--- src/rtl/ddr3_cmd_fsm_if.sv ---
// Request and command handshake bundle for the DDR3 command sequencer.
// master: request front end / DFI converter side; slave: the sequencer.
interface ddr3_cmd_fsm_if #(
    parameter int unsigned DDR_BANK_BITS = 3,
    parameter int unsigned DDR_ROW_BITS  = 15,
    parameter int unsigned DDR_COL_BITS  = 9
);
    localparam int unsigned ADDR_BITS = DDR_ROW_BITS + DDR_BANK_BITS + DDR_COL_BITS;

    logic                     req_valid_i;
    logic                     req_ready_o;
    logic                     req_write_i;
    logic [ADDR_BITS-1:0]     req_addr_i;
    logic                     ctl_req_o;
    logic                     ctl_accept_i;
    logic [3:0]               ctl_cmd_o;
    logic [DDR_BANK_BITS-1:0] ctl_bank_o;
    logic [DDR_ROW_BITS-1:0]  ctl_addr_o;

    modport master (
        output req_valid_i, req_write_i, req_addr_i, ctl_accept_i,
        input  req_ready_o, ctl_req_o, ctl_cmd_o, ctl_bank_o, ctl_addr_o
    );

    modport slave (
        input  req_valid_i, req_write_i, req_addr_i, ctl_accept_i,
        output req_ready_o, ctl_req_o, ctl_cmd_o, ctl_bank_o, ctl_addr_o
    );
endinterface

--- src/rtl/ddr3_cmd_fsm.sv ---
// Closed-page DDR3 command sequencer: ACT then RD/WR with auto-precharge,
// with periodic REF taking priority over new requests.
module ddr3_cmd_fsm #(
    parameter int unsigned DDR_BANK_BITS = 3,
    parameter int unsigned DDR_ROW_BITS  = 15,
    parameter int unsigned DDR_COL_BITS  = 9,
    parameter int unsigned T_RCD         = 2,
    parameter int unsigned T_RD_RECOV    = 4,
    parameter int unsigned T_WR_RECOV    = 12,
    parameter int unsigned T_RFC         = 16,
    parameter int unsigned T_REFI        = 780
) (
    input  logic              clock,
    input  logic              reset,
    input  logic              init_done_i,
    ddr3_cmd_fsm_if.slave     bus,
    output logic              busy_o
);
    localparam int unsigned ADDR_BITS  = DDR_ROW_BITS + DDR_BANK_BITS + DDR_COL_BITS;
    localparam int unsigned T_MAX_A    = (T_RCD > T_RD_RECOV) ? T_RCD : T_RD_RECOV;
    localparam int unsigned T_MAX_B    = (T_WR_RECOV > T_RFC) ? T_WR_RECOV : T_RFC;
    localparam int unsigned T_MAX      = (T_MAX_A > T_MAX_B) ? T_MAX_A : T_MAX_B;
    localparam int unsigned TIMER_BITS = $clog2(T_MAX + 1);
    localparam int unsigned REFI_BITS  = $clog2(T_REFI + 1);

    localparam logic [3:0] CMD_NOP = 4'b0111;
    localparam logic [3:0] CMD_ACT = 4'b0011;
    localparam logic [3:0] CMD_RD  = 4'b0101;
    localparam logic [3:0] CMD_WR  = 4'b0100;
    localparam logic [3:0] CMD_REF = 4'b0001;

    typedef enum logic [2:0] {
        S_INIT, S_IDLE, S_ACT, S_RCD, S_RW, S_RECOV, S_REF, S_RFC
    } state_t;

    state_t                   r_state;
    logic [TIMER_BITS-1:0]    r_timer;
    logic [REFI_BITS-1:0]     r_ref_cnt;
    logic                     r_ref_pending;
    logic                     r_write;
    logic [DDR_BANK_BITS-1:0] r_bank;
    logic [DDR_COL_BITS-1:0]  r_col;
    logic                     r_ctl_req;
    logic [3:0]               r_ctl_cmd;
    logic [DDR_BANK_BITS-1:0] r_ctl_bank;
    logic [DDR_ROW_BITS-1:0]  r_ctl_addr;

    logic [DDR_ROW_BITS-1:0]  w_row;
    logic [DDR_BANK_BITS-1:0] w_bank;
    logic [DDR_COL_BITS-1:0]  w_col;
    logic [DDR_ROW_BITS-1:0]  w_rw_addr;
    logic                     w_ref_wrap;

    assign w_row  = bus.req_addr_i[ADDR_BITS-1 -: DDR_ROW_BITS];
    assign w_bank = bus.req_addr_i[DDR_COL_BITS +: DDR_BANK_BITS];
    assign w_col  = bus.req_addr_i[DDR_COL_BITS-1:0];

    assign w_ref_wrap = (r_ref_cnt == REFI_BITS'(T_REFI - 1));

    assign bus.req_ready_o = (r_state == S_IDLE) && !r_ref_pending;
    assign bus.ctl_req_o   = r_ctl_req;
    assign bus.ctl_cmd_o   = r_ctl_cmd;
    assign bus.ctl_bank_o  = r_ctl_bank;
    assign bus.ctl_addr_o  = r_ctl_addr;
    assign busy_o          = (r_state != S_IDLE);

    // Column address for RD/WR: zero-extended column with A10 set for auto-precharge.
    always_comb begin
        w_rw_addr                   = '0;
        w_rw_addr[DDR_COL_BITS-1:0] = r_col;
        w_rw_addr[10]               = 1'b1;
    end

    // Refresh interval counter; ref_pending saturates and is cleared by an accepted REF.
    always_ff @(posedge clock) begin
        if (reset) begin
            r_ref_cnt     <= '0;
            r_ref_pending <= 1'b0;
        end else if (r_state != S_INIT) begin
            r_ref_cnt     <= w_ref_wrap ? '0 : r_ref_cnt + REFI_BITS'(1);
            r_ref_pending <= (r_ref_pending && !(r_state == S_REF && bus.ctl_accept_i))
                             || w_ref_wrap;
        end
    end

    // Command sequencer with registered command outputs.
    // The timer holds T-1 in the first wait cycle and the state exits when it
    // reaches 1, so the next registered command lands exactly T cycles after
    // the accept. RFC exits one cycle earlier so a command issued from IDLE
    // still lands exactly T_RFC cycles after the REF accept.
    always_ff @(posedge clock) begin
        if (reset) begin
            r_state    <= S_INIT;
            r_timer    <= '0;
            r_write    <= 1'b0;
            r_bank     <= '0;
            r_col      <= '0;
            r_ctl_req  <= 1'b0;
            r_ctl_cmd  <= CMD_NOP;
            r_ctl_bank <= '0;
            r_ctl_addr <= '0;
        end else begin
            case (r_state)
                S_INIT: begin
                    if (init_done_i) r_state <= S_IDLE;
                end
                S_IDLE: begin
                    if (r_ref_pending) begin
                        r_state    <= S_REF;
                        r_ctl_req  <= 1'b1;
                        r_ctl_cmd  <= CMD_REF;
                        r_ctl_bank <= '0;
                        r_ctl_addr <= '0;
                    end else if (bus.req_valid_i) begin
                        r_state    <= S_ACT;
                        r_write    <= bus.req_write_i;
                        r_bank     <= w_bank;
                        r_col      <= w_col;
                        r_ctl_req  <= 1'b1;
                        r_ctl_cmd  <= CMD_ACT;
                        r_ctl_bank <= w_bank;
                        r_ctl_addr <= w_row;
                    end
                end
                S_ACT: begin
                    if (bus.ctl_accept_i) begin
                        r_state   <= S_RCD;
                        r_timer   <= TIMER_BITS'(T_RCD - 1);
                        r_ctl_req <= 1'b0;
                        r_ctl_cmd <= CMD_NOP;
                    end
                end
                S_RCD: begin
                    if (r_timer <= TIMER_BITS'(1)) begin
                        r_state    <= S_RW;
                        r_ctl_req  <= 1'b1;
                        r_ctl_cmd  <= r_write ? CMD_WR : CMD_RD;
                        r_ctl_bank <= r_bank;
                        r_ctl_addr <= w_rw_addr;
                    end else begin
                        r_timer <= r_timer - TIMER_BITS'(1);
                    end
                end
                S_RW: begin
                    if (bus.ctl_accept_i) begin
                        r_state   <= S_RECOV;
                        r_timer   <= r_write ? TIMER_BITS'(T_WR_RECOV - 1)
                                             : TIMER_BITS'(T_RD_RECOV - 1);
                        r_ctl_req <= 1'b0;
                        r_ctl_cmd <= CMD_NOP;
                    end
                end
                S_RECOV: begin
                    if (r_timer <= TIMER_BITS'(1)) r_state <= S_IDLE;
                    else                           r_timer <= r_timer - TIMER_BITS'(1);
                end
                S_REF: begin
                    if (bus.ctl_accept_i) begin
                        r_state   <= S_RFC;
                        r_timer   <= TIMER_BITS'(T_RFC - 1);
                        r_ctl_req <= 1'b0;
                        r_ctl_cmd <= CMD_NOP;
                    end
                end
                S_RFC: begin
                    if (r_timer <= TIMER_BITS'(2)) r_state <= S_IDLE;
                    else                           r_timer <= r_timer - TIMER_BITS'(1);
                end
                default: r_state <= S_INIT;
            endcase
        end
    end
endmodule
--- src/flat_wrapper.sv ---
// flat-port wrapper written by rule: the top's interface ports become plain ports
module ddr3_cmd_fsm_flat 
#(
    parameter int unsigned DDR_BANK_BITS = 3,
    parameter int unsigned DDR_ROW_BITS  = 15,
    parameter int unsigned DDR_COL_BITS  = 9,
    parameter int unsigned T_RCD         = 2,
    parameter int unsigned T_RD_RECOV    = 4,
    parameter int unsigned T_WR_RECOV    = 12,
    parameter int unsigned T_RFC         = 16,
    parameter int unsigned T_REFI        = 780
)
  (clock, reset, init_done_i, busy_o, bus_req_valid_i, bus_req_write_i, bus_req_addr_i, bus_ctl_accept_i, bus_req_ready_o, bus_ctl_req_o, bus_ctl_cmd_o, bus_ctl_bank_o, bus_ctl_addr_o);
  ddr3_cmd_fsm_if #(.DDR_BANK_BITS(DDR_BANK_BITS), .DDR_ROW_BITS(DDR_ROW_BITS), .DDR_COL_BITS(DDR_COL_BITS)) bus_i ();
  input  logic clock;
  input  logic reset;
  input  logic init_done_i;
  output logic busy_o;
  input wire logic [$bits(bus_i.req_valid_i)-1:0] bus_req_valid_i;
  input wire logic [$bits(bus_i.req_write_i)-1:0] bus_req_write_i;
  input wire logic [$bits(bus_i.req_addr_i)-1:0] bus_req_addr_i;
  input wire logic [$bits(bus_i.ctl_accept_i)-1:0] bus_ctl_accept_i;
  output wire logic [$bits(bus_i.req_ready_o)-1:0] bus_req_ready_o;
  output wire logic [$bits(bus_i.ctl_req_o)-1:0] bus_ctl_req_o;
  output wire logic [$bits(bus_i.ctl_cmd_o)-1:0] bus_ctl_cmd_o;
  output wire logic [$bits(bus_i.ctl_bank_o)-1:0] bus_ctl_bank_o;
  output wire logic [$bits(bus_i.ctl_addr_o)-1:0] bus_ctl_addr_o;
  assign bus_i.req_valid_i = bus_req_valid_i;
  assign bus_i.req_write_i = bus_req_write_i;
  assign bus_i.req_addr_i = bus_req_addr_i;
  assign bus_i.ctl_accept_i = bus_ctl_accept_i;
  assign bus_req_ready_o = bus_i.req_ready_o;
  assign bus_ctl_req_o = bus_i.ctl_req_o;
  assign bus_ctl_cmd_o = bus_i.ctl_cmd_o;
  assign bus_ctl_bank_o = bus_i.ctl_bank_o;
  assign bus_ctl_addr_o = bus_i.ctl_addr_o;
  ddr3_cmd_fsm #(.DDR_BANK_BITS(DDR_BANK_BITS), .DDR_ROW_BITS(DDR_ROW_BITS), .DDR_COL_BITS(DDR_COL_BITS), .T_RCD(T_RCD), .T_RD_RECOV(T_RD_RECOV), .T_WR_RECOV(T_WR_RECOV), .T_RFC(T_RFC), .T_REFI(T_REFI)) u_core (.clock(clock), .reset(reset), .init_done_i(init_done_i), .bus(bus_i), .busy_o(busy_o));
endmodule
--- config.mk ---
export PLATFORM = sky130hd
export DESIGN_NAME = ddr3_cmd_fsm_flat
export DESIGN_NICKNAME = d
export VERILOG_FILES = /design/src/rtl/ddr3_cmd_fsm_if.sv /design/src/rtl/ddr3_cmd_fsm.sv /design/src/flat_wrapper.sv
export SDC_FILE = /design/constraint.sdc
export NUM_CORES = 1
export LEC_CHECK = 0
export CAP_MARGIN = 20
export CORE_UTILIZATION = 42
export DETAILED_ROUTE_END_ITERATION = 10
export PLACE_DENSITY = 0.71
export RECOVER_POWER = 100
export SETUP_SLACK_MARGIN = 0.05
export SYNTH_ARGS = -nofsm -noshare
export SYNTH_HDL_FRONTEND = slang
export SYNTH_SLANG_ARGS = --single-unit
--- constraint.sdc ---
create_clock -name clock -period 1.9 [get_ports clock]
set_input_delay 0.38 -clock clock [delete_from_list [all_inputs] [get_ports clock]]
set_output_delay 0.38 -clock clock [all_outputs]
set_load 0.03 [all_outputs]
==> results of run 1 <==
## state kept, by name (all words and copies together) (netlist names)
signal and count:
u_core.bus.ctl_bank_o 3, u_core.r_write 1, u_core.bus.ctl_req_o 1, u_core.r_bank 3, u_core.bus.ctl_addr_o 15, u_core.r_timer 5
u_core.bus.ctl_cmd_o 3, u_core.r_state 3, u_core.r_ref_pending 1, u_core.r_col 9, u_core.r_ref_cnt 10
## layout by cell type (no fill, tap or decap), types with 3 or more instances in the layout
master	count
a21oi_1	28
nor2b_1	17
ha_1	3
dlygate4sd3_1	22
dfxtp_1	52
xor2_1	7
nand4_1	9
o21ai_1	5
nand2b_1	5
nor2_1	27
nand3_1	3
buf_4	15
clkdlybuf4s50_1	32
a211oi_1	15
nand2_1	17
nor3_1	7
inv_1	5
mux2i_1	27
or3_1	3
clkbuf_8	5
a31oi_1	3
## critical path: cells and delay by family (launching register included)
family                 cells  cell delay [ns]
flip-flops                 1             0.34
buffers and inverters      3             0.49
AND/OR/NAND/NOR            1             0.29
## synth_stat cells (3+ instances only)
master and n:
nor2_1 27, nor3_1 7, nand2b_1 5, buf_2 7, nand4_1 9, a211oi_1 15, xor2_1 7, o21ai_1 5
inv_1 5, ha_1 4, a21oi_1 28, nand2_1 17, mux2i_1 28, or3_1 3, nor2b_1 17, a31oi_1 3
nand3_1 3, dfxtp_1 54, clkbuf_1 12
## final timing paths
kind	to	cells past startpoint
setup / recovery	bus_req_ready_o	4
hold / removal	u_core.bus.ctl_req_o$_SDFFE_PP0P_	2
setup reg to reg	u_core.bus.ctl_addr_o[4]$_SDFFE_PP0P_	5
hold reg to reg	u_core.bus.ctl_req_o$_SDFFE_PP0P_	2
## stage by stage
stage / instance area [sq um] / total power, mW / cells / worst slack, ns
after global placement: 3417 / 2.141 / 426 / -0.02379
after CTS: 3508 / 2.784 / 433 / 0.06385
after global routing: 3513 / 2.903 / 435 / 0.009491
after detailed placement: 3417 / 2.155 / 426 / -0.07729
after floorplan: 2691 / 1.835 / 298 / 0.08098
final: 3513 / 2.759 / 435 / 0.09152
## kinds of logic (layout without fill, tap and decap cells)
logic type,Yosys count,count (layout)
AOI/OAI and AO/OA,74,74
xor gates and xnor gates,9,9
adders and majority gates,4,4
buffers and inverters,27,89
DFF,54,54
muxes,29,29
other,1,1
and+or+nand+nor,100,100
## power breakdown
part	switching (mW)	total, mW	internal [mW]
logic	0.480	0.852	0.372
clock network	0.382	0.635	0.253
registers	0.0522	1.27	1.22
## metal layers
| metal | up-vias | track usage | wire length [microns] |
|---|---|---|---|
| met4 | 0 | 0.05965 | 53 |
| met1 | 1105 | 0.2661 | 2933 |
| met3 | 4 | 0.03889 | 210 |
| met5 | - | 0 | 0 |
| li1 | 1192 | - | - |
| met2 | 47 | 0.3433 | 3250 |
## cell type report
cell class | instances | area (sq um) | area share
Multi-Input combinational cell | 217 | 1510 | 0.4298
Clock inverter | 2 | 15.01 | 0.004274
Clock buffer | 5 | 68.82 | 0.01959
Tap cell | 75 | 93.84 | 0.02671
Timing Repair Buffer | 77 | 723.2 | 0.2058
Inverter | 5 | 18.77 | 0.005342
Sequential cell | 54 | 1084 | 0.3084
## what timing repair did
item,in CTS,in global routing
hold buffers,0,0
gates cloned,0,1
buffers inserted,0,1
endpoints found under the setup margin,17,7
resized for setup,3,7
pin swaps,1,2
==> out/results.ini, run 1 <==
[run_status]
status=complete, no violations

[detailed_routing]
drt_iter0_drc=155
routed_wl_mm=6.449
drtAntennaViolNets=0
firstDrtPassIters=4
vias=2348
wl_per_cell_microns=14.83
viasPerCell=5.398
drc_errors=0

[final_layout]
syn_to_final_growth_pct=31.77
fin_nets=397
nFillCells=556
utilization=0.5831
diodes=0
final_layout_size_suffix_gt1_frac=0.1111

[worst_setup_path]
arrival_ns=1.43
cp_slowest_cell=dfxtp_2
crit_path_cell_trace=buf_4 > buf_4 > nor4b_4 > buf_6
setup.worst_path.class=flip-flop to primary output
cpMostUsedCell=buf_4
cpPeakStageDelay_ns=0.34
endpoint_kind=primary output
critPathLaunchType=flip-flop
r2r-start=u_core.r_timer[2]$_SDFFE_PP0P_
regToRegSetupSlack_ns=0.10
cp_max_fo=8
crit_required_ns=1.52
crit_start=u_core.r_state[1]$_SDFFE_PP0P_

[grt]
track_usage=0.2046
antenna_found_initial=0
grt_max_degree=38
grt_pass1_wl_mm=10.47
grt.overflow.total=0
grt_pass1_vias=2271

[clock_network]
insertion_delay_ns=0.31
clockRootBuffer=clkbuf_8
clkSlewWorstSetupHoldPaths_ns=0.10
cts_tree=yes
clock-sinks=54
numCtsBuffers=5
htreeDepth=2
clk_path_buf_depth=2

[timing]
finalCritPeriodShare=0.9518
rsz0062_at_grt=true
worst_clock_skew_ns=0.01194
final_max_slew_viol_count=0
finalSetupTns_ns=0
layout_min_cycle_time_ns=1.808
timing.slew.headroom=0.6583
fmax_ghz=0.5530
tightest_slew_ns=0.5086
hold_viol=0
hold_slack_ns=0.4552
finalSetupViolCount=0

[synthesis]
seq_area_frac_synth=0.4054
synthFlopType=dfxtp_1
synth_top_family_by_area=simple AND/OR/NAND/NOR gates
synthArstFlopShare=0
ys_ff_latch=54
synthTopCellsByArea=dfxtp_1, mux2i_1, a21oi_1
synthXorXnorAreaFrac=0.02956
synth.avg_cell_area_sq_um=8.947
ys_types=52
syn-num-nets=335
syn_inst=298
syn_area_sq_um=2666
synth-simple-area-share=0.2004
ys.warnings.count=0
synth-edff-count=0
yosys.area.top_type_share=0.4054
synth_mux_area_frac=0.1107
synthAdderAreaFrac=0.01877
yosysTopAreaCell=dfxtp_1
synth_compound_area_frac=0.1896

[floorplan]
dieArea_sq_um=6671
die_w_microns=81.68
start_util=0.4425
die_y_microns=81.68
io_pins=58
rows=28
core_sq_um=6026

[placed_design]
place.gp.congestion=0.8155
hpwl_mm=4.526
portBuffers=56

[worst_hold_path]
hold_class=flip-flop to flip-flop
min_from=u_core.bus.ctl_req_o$_SDFFE_PP0P_

[power]
ir_drop_uv=385.6
power.leakage_nw=1.469
power.density_nw_per_um2=785.2

[job]
drv_cap=0

No activity file was read; power rests on OpenSTA's default activity.
==> inputs of run 2 (changes only) <==
- MAX_ROUTING_LAYER: not set -> met4
==> out/results.ini, run 2 (synthesis results as in run 1) <==
[clock_network]
htreeDepth=2  ; unchanged
cts-hold-fix-buffers=0  ; unchanged
insertion_delay_ns=0.31  ; about the same
cts_setup_buffers=0  ; unchanged
cts_tree=yes
clkSlewWorstSetupHoldPaths_ns=0.11  ; about the same
clock-sinks=54  ; unchanged
clockRootBuffer=clkbuf_8
numCtsBuffers=5  ; unchanged
clk_path_buf_depth=2  ; unchanged

[final_layout]
stdcell_area_sq_um=3518  ; +0.14%
nFillCells=552  ; -0.72%
diodes=0  ; unchanged
syn_to_final_growth_pct=31.96
multi_input_area_sq_um=1514  ; +0.25%
stdcell_count=434  ; -0.23%
layout_commonest_cell=dfxtp_1
final_layout_size_suffix_gt1_frac=0.1114  ; +0.0003095
seq_area_sq_um=1082  ; -0.12%
largest_register_ffs=15  ; unchanged
layout_common_cells=dfxtp_1, clkdlybuf4s50_1, a21oi_1
fin_nets=396  ; -0.25%

[job]
drv_cap=0  ; unchanged

[detailed_routing]
viasPerCell=5.406  ; +0.15%
wl_per_cell_microns=14.94  ; +0.74%
drc_errors=0  ; unchanged
routed_wl_mm=6.482  ; +0.51%
firstDrtPassIters=4  ; unchanged
drtAntennaViolNets=0  ; unchanged
drt_iter0_drc=143  ; -7.7%
vias=2346  ; -0.085%

[worst_setup_path]
worstReg2RegEnd=u_core.bus.ctl_addr_o[4]$_SDFFE_PP0P_
setup.worst_path.class=flip-flop to primary output
ff2ff_path_depth=5  ; unchanged
crit_cells=4  ; unchanged
crit_required_ns=1.52  ; about the same
worst-path-buf-inv=3  ; unchanged
critPathLaunchType=flip-flop
cp_slowest_cell=dfxtp_1
cpMostUsedCell=buf_4
cpPeakStageDelay_ns=0.36  ; +0.02 ns
arrival_ns=1.45  ; +0.02 ns
crit_path_cell_trace=buf_4 > buf_4 > nor4b_4 > buf_6
r2r-start=u_core.r_timer[2]$_SDFFE_PP0P_
crit_family=buffers and inverters
regToRegSetupSlack_ns=0.09  ; about the same
cp_max_fo=8  ; unchanged
endpoint_kind=primary output
crit_start=u_core.r_state[1]$_SDFFE_PP0P_
endpoint=bus_req_ready_o

[worst_hold_path]
hold_class=flip-flop to flip-flop

[timing]
worst_clock_skew_ns=0.01274  ; +0.0008057 ns
tightest_slew_ns=0.5155  ; +0.006935 ns
finalSetupViolCount=0  ; unchanged
finalCritPeriodShare=0.9627  ; +0.01090
layout_min_cycle_time_ns=1.829  ; +0.02070 ns
final_max_slew_viol_count=0  ; unchanged
rsz0062_at_grt=true
fmax_ghz=0.5467  ; -1.1%
timing.slew.headroom=0.6474  ; -0.01090
hold_viol=0  ; unchanged

[grt]
grt_pass1_wl_mm=10.47  ; unchanged
use_met1=0.2661  ; unchanged
use_met3=0.02889  ; -0.01000
antenna_found_initial=0  ; unchanged
globalRouteMet2Util=0.3433  ; unchanged
track_usage=0.2098  ; +0.005216
grt.overflow.total=0  ; unchanged
grt_pass1_vias=2274  ; +0.13%
busiest_layer=met2
grt_max_degree=38  ; unchanged

[floorplan]
rows=28  ; unchanged
die_w_microns=81.68  ; unchanged
core_sq_um=6026  ; unchanged
start_util=0.4425  ; unchanged
io_pins=58  ; unchanged
die_y_microns=81.68  ; unchanged
dieArea_sq_um=6671  ; unchanged

[placed_design]
place.gp.congestion=0.8276  ; +1.5%
hpwl_mm=4.526  ; unchanged
portBuffers=56  ; unchanged
post-place-cells=426  ; unchanged
placed_cell_area_sq_um=3417  ; unchanged

[power]
clkPwrFrac=0.230  ; about the same
p_sw_mw=0.9182  ; +0.45%
power_frac_comb=0.309  ; about the same
ir_drop_uv=384.1  ; -0.39%
p_int_mw=1.846  ; about the same
p_seq_frac=0.461  ; about the same
switching_share=0.3322  ; +0.0008172
power.leakage_nw=1.469  ; about the same
power.density_nw_per_um2=785.6  ; about the same

[run_status]
status=complete, no violations

==> run 2: cell count changes in the layout (fill, tap and decap cells not counted), sizes merged <==
| cell | delta |
|---|---|
| clkbuf | -2 |
| buf | +1 |
==> run 2: final cells by class <==
cell class | count | area share
Clock buffer | 5 | 0.01956
Clock inverter | 2 | 0.004267
Sequential cell | 54 | 0.3076
Multi-Input combinational cell | 217 | 0.4303
Timing Repair Buffer | 76 | 0.2063
Tap cell | 75 | 0.02667
Inverter | 5 | 0.005334
==> run 2: worst reg2reg max path, cell delays in order (launching register included) <==
cell and delay (ns):
dfxtp_2 0.37, or3_1 0.45, o31ai_4 0.30, buf_2 0.30, a21oi_1 0.10, a211oi_1 0.21
==> run 2: metal layers <==
metal	part of all wire	vias up
li1	-	1191
met1	0.46	1096
met2	0.50	55
met3	0.031	4
met4	0.0086	0
met5	0	-
==> run 2: what timing repair did <==
action | in CTS | in global routing
cloned | 0 | 1
setup endpoints to repair | 17 | 7
pin swaps | 1 | 1
gates resized for setup | 3 | 7
endpoints found under the hold margin | 0 | 0
==> run 2: stage by stage <==
stage | setup WS, ns | total power [mW] | hold WS, ns | utilization | setup TNS, ns
after floorplan | 0.08098 | 1.835 | 0.4531 | - | 0
after global placement | -0.02379 | 2.141 | 0.4432 | 0.5671 | -0.02379
after detailed placement | -0.07729 | 2.155 | 0.4491 | 0.5671 | -0.3765
after CTS | 0.06385 | 2.784 | 0.4632 | 0.5822 | 0
after global routing | 0.006305 | 2.901 | 0.4953 | 0.5839 | 0
final | 0.07082 | 2.764 | 0.4554 | 0.5839 | 0
==> run 2: power by group through the flow <==
stage	Sequential [mW]	Clock (mW)	Combinational, mW
6_report	1.27	0.637	0.854
5_1_grt	1.28	0.696	0.921
3_5_place_dp	1.30	0	0.853
4_1_cts	1.28	0.649	0.858
3_3_place_gp	1.30	0	0.842
2_1_floorplan	1.39	0	0.450
==> run 2: how the worst min path moves through the flow <==
| stage | startpoint | endpoint | cells past startpoint |
|---|---|---|---|
| floorplan | u_core.r_ref_cnt[9]$_SDFFE_PP0P_ | u_core.r_ref_cnt[9]$_SDFFE_PP0P_ | 2 |
| CTS | u_core.bus.ctl_req_o$_SDFFE_PP0P_ | u_core.bus.ctl_req_o$_SDFFE_PP0P_ | 2 |
| finish | u_core.bus.ctl_req_o$_SDFFE_PP0P_ | u_core.bus.ctl_req_o$_SDFFE_PP0P_ | 2 |
| global route | u_core.bus.ctl_req_o$_SDFFE_PP0P_ | u_core.bus.ctl_req_o$_SDFFE_PP0P_ | 2 |
| detailed placement | u_core.bus.ctl_req_o$_SDFFE_PP0P_ | u_core.bus.ctl_req_o$_SDFFE_PP0P_ | 2 |
| global placement | u_core.bus.ctl_req_o$_SDFFE_PP0P_ | u_core.bus.ctl_req_o$_SDFFE_PP0P_ | 2 |
